--- config.mk ---
export PLATFORM = sky130hd
export DESIGN_NAME = id_hazard_ctrl
export DESIGN_NICKNAME = d
export VERILOG_FILES = /design/src/rtl/id_hazard_ctrl_pkg.sv /design/src/rtl/id_hazard_ctrl_reg_scoreboard.sv /design/src/rtl/id_hazard_ctrl.sv
export SDC_FILE = /design/constraint.sdc
export NUM_CORES = 1
export LEC_CHECK = 0
export CORE_UTILIZATION = 40
export DETAILED_ROUTE_END_ITERATION = 12
export PLACE_DENSITY_LB_ADDON = 0.1
export SLEW_MARGIN = 15
export SYNTH_ARGS = -nofsm -noshare
export SYNTH_HDL_FRONTEND = slang
export SYNTH_SLANG_ARGS = --single-unit
--- constraint.sdc ---
create_clock -name clk -period 3.15 [get_ports clk]
set_input_delay 0.315 -clock clk [delete_from_list [all_inputs] [get_ports clk]]
set_output_delay 0.315 -clock clk [all_outputs]
set_load 0.01 [all_outputs]
--- src/rtl/id_hazard_ctrl_pkg.sv ---
// Shared ID-stage definitions: RV32 opcodes, issue-FSM state encoding and
// the opcode -> register-usage decode helper.
package id_hazard_ctrl_pkg;

    localparam int unsigned OPCODE_W = 7;
    localparam int unsigned REG_W    = 5;
    localparam int unsigned NUM_REGS = 32;

    localparam logic [OPCODE_W-1:0] OP_R       = 7'b0110011;
    localparam logic [OPCODE_W-1:0] OP_I       = 7'b0010011;
    localparam logic [OPCODE_W-1:0] OP_I_LOAD  = 7'b0000011;
    localparam logic [OPCODE_W-1:0] OP_I_JALR  = 7'b1100111;
    localparam logic [OPCODE_W-1:0] OP_S       = 7'b0100011;
    localparam logic [OPCODE_W-1:0] OP_B       = 7'b1100011;
    localparam logic [OPCODE_W-1:0] OP_U_LUI   = 7'b0110111;
    localparam logic [OPCODE_W-1:0] OP_U_AUIPC = 7'b0010111;
    localparam logic [OPCODE_W-1:0] OP_J_JAL   = 7'b1101111;

    typedef enum logic {
        ST_RUN   = 1'b0,
        ST_FLUSH = 1'b1
    } state_t;

    // Which register fields an instruction actually uses.
    typedef struct packed {
        logic rs1;
        logic rs2;
        logic rd;
    } reg_use_t;

    // Unknown opcodes decode as NOP: no sources, no destination.
    function automatic reg_use_t decode_use(input logic [OPCODE_W-1:0] op);
        reg_use_t u;
        u = '0;
        case (op)
            OP_R:                   u = '{rs1: 1'b1, rs2: 1'b1, rd: 1'b1};
            OP_S, OP_B:             u = '{rs1: 1'b1, rs2: 1'b1, rd: 1'b0};
            OP_I, OP_I_LOAD,
            OP_I_JALR:              u = '{rs1: 1'b1, rs2: 1'b0, rd: 1'b1};
            OP_U_LUI, OP_U_AUIPC,
            OP_J_JAL:               u = '{rs1: 1'b0, rs2: 1'b0, rd: 1'b1};
            default:                u = '0;
        endcase
        return u;
    endfunction

endpackage

--- src/rtl/id_hazard_ctrl_reg_scoreboard.sv ---
// Register scoreboard: 32-bit busy vector plus a count of busy entries.
// Ports: set_en/set_idx mark a destination busy, clr_en/clr_idx retire it;
//        busy is the registered vector, count its population.
module reg_scoreboard
    import id_hazard_ctrl_pkg::*;
#(
    parameter int unsigned MAX_INFLIGHT = 4
) (
    input  logic                              clk,
    input  logic                              rst_n,
    input  logic                              set_en,
    input  logic [4:0]                        set_idx,
    input  logic                              clr_en,
    input  logic [4:0]                        clr_idx,
    output logic [31:0]                       busy,
    output logic [$clog2(MAX_INFLIGHT+1)-1:0] count
);

    localparam int unsigned CNT_W = $clog2(MAX_INFLIGHT + 1);

    logic              set_eff;
    logic              clr_eff;
    logic [31:0]       busy_next;
    logic [CNT_W-1:0]  count_next;

    // x0 is never tracked; a clear only counts when the bit is really busy.
    always_comb begin
        set_eff    = set_en && (set_idx != 5'd0);
        clr_eff    = clr_en && (clr_idx != 5'd0) && busy[clr_idx];
        busy_next  = busy;
        if (clr_eff) busy_next[clr_idx] = 1'b0;
        if (set_eff) busy_next[set_idx] = 1'b1;
        count_next = count + CNT_W'(set_eff) - CNT_W'(clr_eff);
    end

    always_ff @(posedge clk or negedge rst_n) begin
        if (!rst_n) begin
            busy  <= '0;
            count <= '0;
        end else begin
            busy  <= busy_next;
            count <= count_next;
        end
    end

endmodule

--- src/rtl/id_hazard_ctrl.sv ---
// ID-stage issue controller: stalls on RAW/WAW/capacity hazards against the
// register scoreboard and runs a flush window after a taken branch.
// Ports: i_id_valid/inst describe the ID instruction, i_ex_branch_taken starts
//        a flush, i_wb_we/i_wb_rd retire a destination; o_issue/o_stall/o_flush
//        are combinational controls, o_inflight is the busy-entry count.
module id_hazard_ctrl
    import id_hazard_ctrl_pkg::*;
#(
    parameter int unsigned MAX_INFLIGHT = 4,
    parameter int unsigned FLUSH_LEN    = 2
) (
    input  logic                              clk,
    input  logic                              rst_n,
    input  logic                              i_id_valid,
    input  logic [31:0]                       inst,
    input  logic                              i_ex_branch_taken,
    input  logic                              i_wb_we,
    input  logic [4:0]                        i_wb_rd,
    output logic                              o_issue,
    output logic                              o_stall,
    output logic                              o_flush,
    output logic [$clog2(MAX_INFLIGHT+1)-1:0] o_inflight
);

    localparam int unsigned CNT_W = $clog2(MAX_INFLIGHT + 1);
    localparam int unsigned FC_W  = (FLUSH_LEN > 1) ? $clog2(FLUSH_LEN) : 1;
    localparam logic [FC_W-1:0] FLUSH_RELOAD = FC_W'(FLUSH_LEN - 1);

    state_t         state, state_next;
    logic [FC_W-1:0] cnt, cnt_next;

    logic [4:0]  rs1, rs2, rd;
    reg_use_t    use_f;
    logic [31:0] busy;
    logic        haz;
    logic        set_en;
    logic        unused_inst_bits;

    assign rd  = inst[11:7];
    assign rs1 = inst[19:15];
    assign rs2 = inst[24:20];
    assign use_f = decode_use(inst[6:0]);
    assign unused_inst_bits = ^{inst[31:25], inst[14:12]};

    // Hazard against registered scoreboard state; a same-cycle writeback
    // does not help until it has landed at the clock edge.
    always_comb begin
        haz = 1'b0;
        if (use_f.rs1 && (rs1 != 5'd0) && busy[rs1]) haz = 1'b1;
        if (use_f.rs2 && (rs2 != 5'd0) && busy[rs2]) haz = 1'b1;
        if (use_f.rd && (rd != 5'd0)) begin
            if (busy[rd])                              haz = 1'b1;
            if (o_inflight == CNT_W'(MAX_INFLIGHT))    haz = 1'b1;
        end
    end

    // Next-state and issue/flush controls.
    always_comb begin
        state_next = state;
        cnt_next   = cnt;
        o_issue    = 1'b0;
        o_stall    = 1'b0;
        o_flush    = 1'b0;
        case (state)
            ST_RUN: begin
                if (i_ex_branch_taken) begin
                    o_flush    = 1'b1;
                    state_next = ST_FLUSH;
                    cnt_next   = FLUSH_RELOAD;
                end else begin
                    o_issue = i_id_valid & ~haz;
                    o_stall = i_id_valid & haz;
                end
            end
            ST_FLUSH: begin
                o_flush = 1'b1;
                if (i_ex_branch_taken) begin
                    cnt_next = FLUSH_RELOAD;
                end else if (cnt == '0) begin
                    state_next = ST_RUN;
                end else begin
                    cnt_next = cnt - FC_W'(1);
                end
            end
            default: begin
                state_next = ST_RUN;
                cnt_next   = '0;
            end
        endcase
    end

    always_ff @(posedge clk or negedge rst_n) begin
        if (!rst_n) begin
            state <= ST_RUN;
            cnt   <= '0;
        end else begin
            state <= state_next;
            cnt   <= cnt_next;
        end
    end

    assign set_en = o_issue & use_f.rd;

    reg_scoreboard #(
        .MAX_INFLIGHT (MAX_INFLIGHT)
    ) u_scoreboard (
        .clk     (clk),
        .rst_n   (rst_n),
        .set_en  (set_en),
        .set_idx (rd),
        .clr_en  (i_wb_we),
        .clr_idx (i_wb_rd),
        .busy    (busy),
        .count   (o_inflight)
    );

endmodule

-- Word level (Yosys, flattened, before mapping)
Index checks and enable logic that the tools add are counted.
- reductions and logical operators: 17
- magnitude comparators: 6
- mux-type cells: 33
- $add $sub $neg: 3
- bitwise operators: 8
- equality and inequality tests: 11
- operator list (kind ; count):
    32-bit two-way mux ; 2
    32-bit AND ; 1
    32-bit inverter ; 1
    32-bit OR ; 1
    5-bit by 6-bit less-than comparator with 1-bit output (second input constant) ; 4
    7-bit by 6-bit equality test with 1-bit output (second input constant) ; 3
    7-bit equality test (second input constant) ; 3
    1-bit two-way mux ; 21
    1-bit binary-select mux with 5-bit select ; 4
    5-bit nonzero test ; 4
    7-bit by 5-bit equality test with 1-bit output (second input constant) ; 2
    3-bit case mux with 4 select lines ; 1
    1-bit demux with 5-bit select ; 2
    5-bit by 1-bit greater-or-equal comparator with 1-bit output (second input constant) ; 2
    1-bit logical AND ; 10
    7-bit by 2-bit equality test with 1-bit output (second input constant) ; 1
    1-bit case mux with 2 select lines ; 3
    3-bit OR reduction ; 2
    3-bit by 1-bit adder with 3-bit output ; 1
    1-bit AND ; 3
    3-bit equality test (second input constant) ; 1
    3-bit by 1-bit subtractor with 3-bit output ; 1
    2-bit != test (second input constant) ; 1
    1-bit inverter ; 2
    other kinds (2) ; 2
- flip-flop bits (word level): 37
- logic and storage cells: 82
- input port bits: 42
- output and inout port bits: 6

-- Logic depth before layout (Yosys ltp)
- depth after elaboration: 18
- mapped depth: 13
- mapped depth without buffers: 11

-- By module
From an unflattened synthesis, not the netlist that was laid out.
- cell total of the unflattened synthesis: 351
- area, all modules: 3159.3 um^2
- modules (own cells, without submodules) (module ; cells each ; area each (um^2) ; times used ; sequential area each (um^2)):
    reg_scoreboard ; 245 ; 2048.2 ; 1 ; 875.8
    id_hazard_ctrl ; 106 ; 1111.1 ; 1 ; 50.0

-- Worst setup path before layout
OpenSTA, ideal clock, no wires.
- kind: input to register
- start point: input port i_wb_rd[0]
- end point: register u_scoreboard.count[2]
- library setup time: 123 ps
- path slack: 29 ps
- arrival time: 2998 ps
- required time: 3027 ps
- buffers on the path: 2
- stages: 13
- cell sequence: clkbuf_1 -> clkbuf_1 -> mux4_2 -> nand2_1 -> o21ai_0 -> o211ai_1 -> a21oi_1 -> ha_1 -> inv_1 -> ha_1 -> fa_1 -> xnor2_1 -> xnor2_1
- cells in the longest elaborated chain, start to end: 4
- elaborated cells between the ends (all ways): 6
- classes of those cells: 1 x add/sub; 2 x mux; 3 x reduce/logical
- ends and longest elaborated chain (element ; line ; text):
    start, declared ; id_hazard_ctrl.sv:18 ; input logic [4:0] i_wb_rd,
    1-bit binary-select mux with 5-bit select / 5-bit nonzero test (equally long branches) ; id_hazard_ctrl_reg_scoreboard.sv:29 ; clr_eff = clr_en && (clr_idx != 5'd0) && busy[clr_idx];
    1-bit two-way mux (implied by the code) / 1-bit logical AND (equally long branches) ; id_hazard_ctrl_reg_scoreboard.sv:29 ;
    1-bit logical AND * ; id_hazard_ctrl_reg_scoreboard.sv:29 ;
    3-bit by 1-bit subtractor with 3-bit output * ; id_hazard_ctrl_reg_scoreboard.sv:33 ; count_next = count + CNT_W'(set_eff) - CNT_W'(clr_eff);
    named net u_scoreboard.count_next[2] ; id_hazard_ctrl_reg_scoreboard.sv:24 ; logic [CNT_W-1:0] count_next;
    end signal, assigned ; id_hazard_ctrl_reg_scoreboard.sv:42 ; count <= count_next;
    end, declared ; id_hazard_ctrl_reg_scoreboard.sv:16 ; output logic [$clog2(MAX_INFLIGHT+1)-1:0] count
Mark *: on every way through the listed nets, which the timed path passes. The rest lies on a longest branch. The select of a mux whose other input is x is not followed.
A chain may end at the register's enable or synchronous reset.

-- Worst setup path after layout
- start point: input port inst[15]
- end point: output port o_stall
- cells in the longest elaborated chain, start to end: 11
- elaborated cells between the ends (all ways): 13
- classes of those cells: 9 x mux; 1 x bitwise; 3 x reduce/logical
- ends and longest elaborated chain (element ; line ; text):
    start, declared ; id_hazard_ctrl.sv:15 ; input logic [31:0] inst,
    1-bit binary-select mux with 5-bit select / 5-bit nonzero test (equally long branches) ; id_hazard_ctrl.sv:49 ; if (use_f.rs1 && (rs1 != 5'd0) && busy[rs1]) haz = 1'b1;
    1-bit two-way mux (implied by the code) / 1-bit logical AND (equally long branches) ; id_hazard_ctrl.sv:49 ;
    1-bit logical AND * ; id_hazard_ctrl.sv:49 ;
    1-bit two-way mux * ; id_hazard_ctrl.sv:49 ;
    1-bit two-way mux * ; id_hazard_ctrl.sv:50 ; if (use_f.rs2 && (rs2 != 5'd0) && busy[rs2]) haz = 1'b1;
    1-bit two-way mux ; id_hazard_ctrl.sv:52 ; if (busy[rd]) haz = 1'b1;
    1-bit two-way mux ; id_hazard_ctrl.sv:53 ; if (o_inflight == CNT_W'(MAX_INFLIGHT)) haz = 1'b1;
    1-bit two-way mux * ; id_hazard_ctrl.sv:51 ; if (use_f.rd && (rd != 5'd0)) begin
    1-bit AND * ; id_hazard_ctrl.sv:72 ; o_stall = i_id_valid & haz;
    1-bit two-way mux * ; id_hazard_ctrl.sv:66 ; if (i_ex_branch_taken) begin
    1-bit two-way mux * ; id_hazard_ctrl.sv:64 ; case (state)
    end, declared ; id_hazard_ctrl.sv:20 ; output logic o_stall,
Every way passes the cells marked *; elsewhere a longest branch is shown, timed or not. The select of a mux whose other input is x is not followed.

==> impl_metrics.tcl <==
set metrics [dict create \
    post-route-period-util_pct 96.77 \
    grt_pass1_wl_microns 17190 \
    core_area_sq_mm 0.007687 \
    synth_area_sq_mm 0.003178 \
    finalWorstSetupSlack_ns 0.1019 \
    fmax_ghz 0.3281 \
    track_usage_pct 27.27 \
    met2_usage_pct 42.80 \
    outcome "finished, final reports clean" \
    crit_fanout 5 \
    crit_required_ns 2.83 \
    fin_tns_setup_ns 0 \
    synth_area_leader_cell "dfrtp_1" \
    timing.max_cap.violations 0 \
    critPathKind "in -> out" \
    finalNetCount 453 \
    synthFlopType "dfrtp_1" \
    root_buffer "clkbuf_8" \
    synth_fp_nets 378 \
    startpoint_type "input pin" \
    ys_top_cells_by_count "o21ai_0, dfrtp_1, mux4_2" \
    dieArea_sq_mm 0.008306 \
    p_leak_nw 1.644 \
    drtIter0Drc 337 \
    grt_max_degree 38 \
    grt_pass1_vias 3061 \
    synth_edf_count 0 \
    cts.sinks 37 \
    drive_gt1_share_pct 28.43 \
    yosys-top-cells-area "dfrtp_1, mux4_2, o21ai_0, o31ai_1, nand3_1" \
    post-place-ws_ns -0.2991 \
    gr-total-overflow 0 \
    busiest_layer "met2" \
    seqPwrFrac_pct 41.7 \
    slew_headroom_pct 44.48 \
    place_congestion 0.9111 \
    start_util_pct 41.34 \
    cp-end-kind "primary output" \
    hpwl_microns 8289 \
    skew_ns 0.006584 \
    cts_inserted_buffers 5 \
    portBuffers 37 \
    min_period_ns 3.048 \
    tritoncts "done" \
    swShare_pct 30.70 \
    p_clk_share_pct 27.2 \
    grtUsageMet1_pct 40.01 \
    p_int_uw 876.6 \
    antenna_found_initial 0 \
    r2r_start "u_scoreboard.busy[7]$_DFF_PN0_" \
    ys_async_sr_fraction_pct 100.0 \
    synth.most_common_cell "o21ai_0" \
    ys_ff_latch 37 \
    yosysUniqueCellTypes 52 \
    power_mw 1.265 \
    io_pins 48 \
    cp.arrival_ns 2.73 \
    startpoint "inst[15]" \
    syn_to_final_growth_pct 31.14 \
    drc 0 \
    die_w_microns 91.14 \
    final-max-slew-violation-count 0 \
    first_pass_iters 5 \
    clockBufferDepth 2 \
    cts.clk_slew.worst_paths_ns 0.07 \
    wire_per_inst_microns 21.35 \
    htreeDepth 2 \
    syn_inst 333 \
    vias 3207 \
    switching_power_uw 388.3 \
    combinationalPowerShare_pct 31.1 \
    ys_warn_count 0 \
    synth_top_area_share_pct 29.13 \
    viasPerCell 6.288 \
    syn_area_per_cell_sq_um 9.544 \
    hp-class "in -> async" \
    die_y_microns 91.14 \
    hold_viol_final 0 \
    p_per_area_mw_per_mm2 303.5 \
    fp-row-count 32 \
    postRouteAntennaNets 0 \
    rsz0062_at_grt "no" \
    vdd_drop_max_uv 280.7 \
    worst_pin_slew_ns 0.8329 \
    clk_latency_ns 0.29 \
    num_antenna_cells 0 \
    drt-total-wl_microns 10890 \
    hold_buffers 0 \
    met3_usage_pct 3.518 \
    setup_violations 0 \
    ys_seq_area_share_pct 29.13 \
]
power groups by stage:
stage                     logic (mW)  registers (mW)  clock network, mW
after floorplan                0.183           0.538                  0
after global placement         0.374           0.534                  0
after detailed placement       0.375           0.534                  0
after CTS                      0.377           0.526              0.345
after global routing           0.430           0.533              0.359
final                          0.394           0.527              0.344
layout by cell type, fill, tap and decap left out, types with 16 or more instances in the layout:
cell type	count
buf_4	54
clkdlybuf4s50_1	32
dfrtp_1	37
mux4_2	27
nand2_1	16
nand3_1	21
nor2_1	17
o21ai_0	39
o31ai_1	21
routing by layer:
| metal | wire, microns | up-vias |
|---|---|---|
| met5 | 0 | - |
| met4 | 163 | 0 |
| met3 | 838 | 13 |
| met2 | 5073 | 176 |
| met1 | 4811 | 1582 |
| li1 | - | 1436 |
path summary, 6_finish.rpt:
check                                                  end  slack, ns  cells past startpoint
min in group clk            u_scoreboard.busy[0]$_DFF_PN0_       0.48                      0
hold reg to reg             u_scoreboard.busy[0]$_DFF_PN0_       0.48                      0
setup reg to reg           u_scoreboard.count[1]$_DFF_PN0_       0.31                      7
max in group asynchronous   u_scoreboard.busy[9]$_DFF_PN0_       2.50                      1
setup / recovery                                   o_stall       0.10                      9
hold / removal             u_scoreboard.busy[16]$_DFF_PN0_       0.12                      1
layout make-up:
type / count / area, sq um
Fill cell: 725 / 3520
Inverter: 9 / 33.78
Timing Repair Buffer: 96 / 853.3
Tap cell: 102 / 127.6
Sequential cell: 37 / 925.9
Multi-Input combinational cell: 259 / 2141
Clock buffer: 7 / 86.33
critical path: stages:
cell and delay (ns):
clkdlybuf4s50_1 0.48, buf_6 0.14, mux4_2 0.49, mux4_2 0.49, nor2b_1 0.13, or4_4 0.14, o41ai_4 0.12, o21a_1 0.20
clkdlybuf4s15_1 0.23
flip-flops by register name (all words and copies together), names as in the netlist:
| register | count |
|---|---|
| cnt | 1 |
| state | 1 |
| u_scoreboard.busy | 32 |
| u_scoreboard.count | 3 |
timing repair:
item | in CTS | in global routing
cloned | 0 | 0
pin swaps | 0 | 3
gates resized for setup | 3 | 15
buffers inserted | 0 | 3
endpoints found under the setup margin | 3 | 4
cells by family after synthesis:
kind of cell / count (synthesis) / share of synthesized area (%)
AOI/OAI and AO/OA: 92 / 19.17
xor gates and xnor gates: 2 / 0.5513
adders and majority gates: 3 / 1.417
buffers and inverters: 37 / 5.118
DFF: 37 / 29.13
muxes: 40 / 23.39
and+or+nand+nor: 122 / 21.22
per-stage QoR:
stage               cells  hold slack (ns)  utilization (%)  instance area, sq um
global placement      500           0.4625            52.21                  4014
CTS                   507           0.1635            53.32                  4099
finish                510           0.1157            54.22                  4168
floorplan             333          0.01941                -                  3178
global route          510           0.1944            54.22                  4168
detailed placement    500           0.4720            52.21                  4014
(Power assumes the default switching activity.)
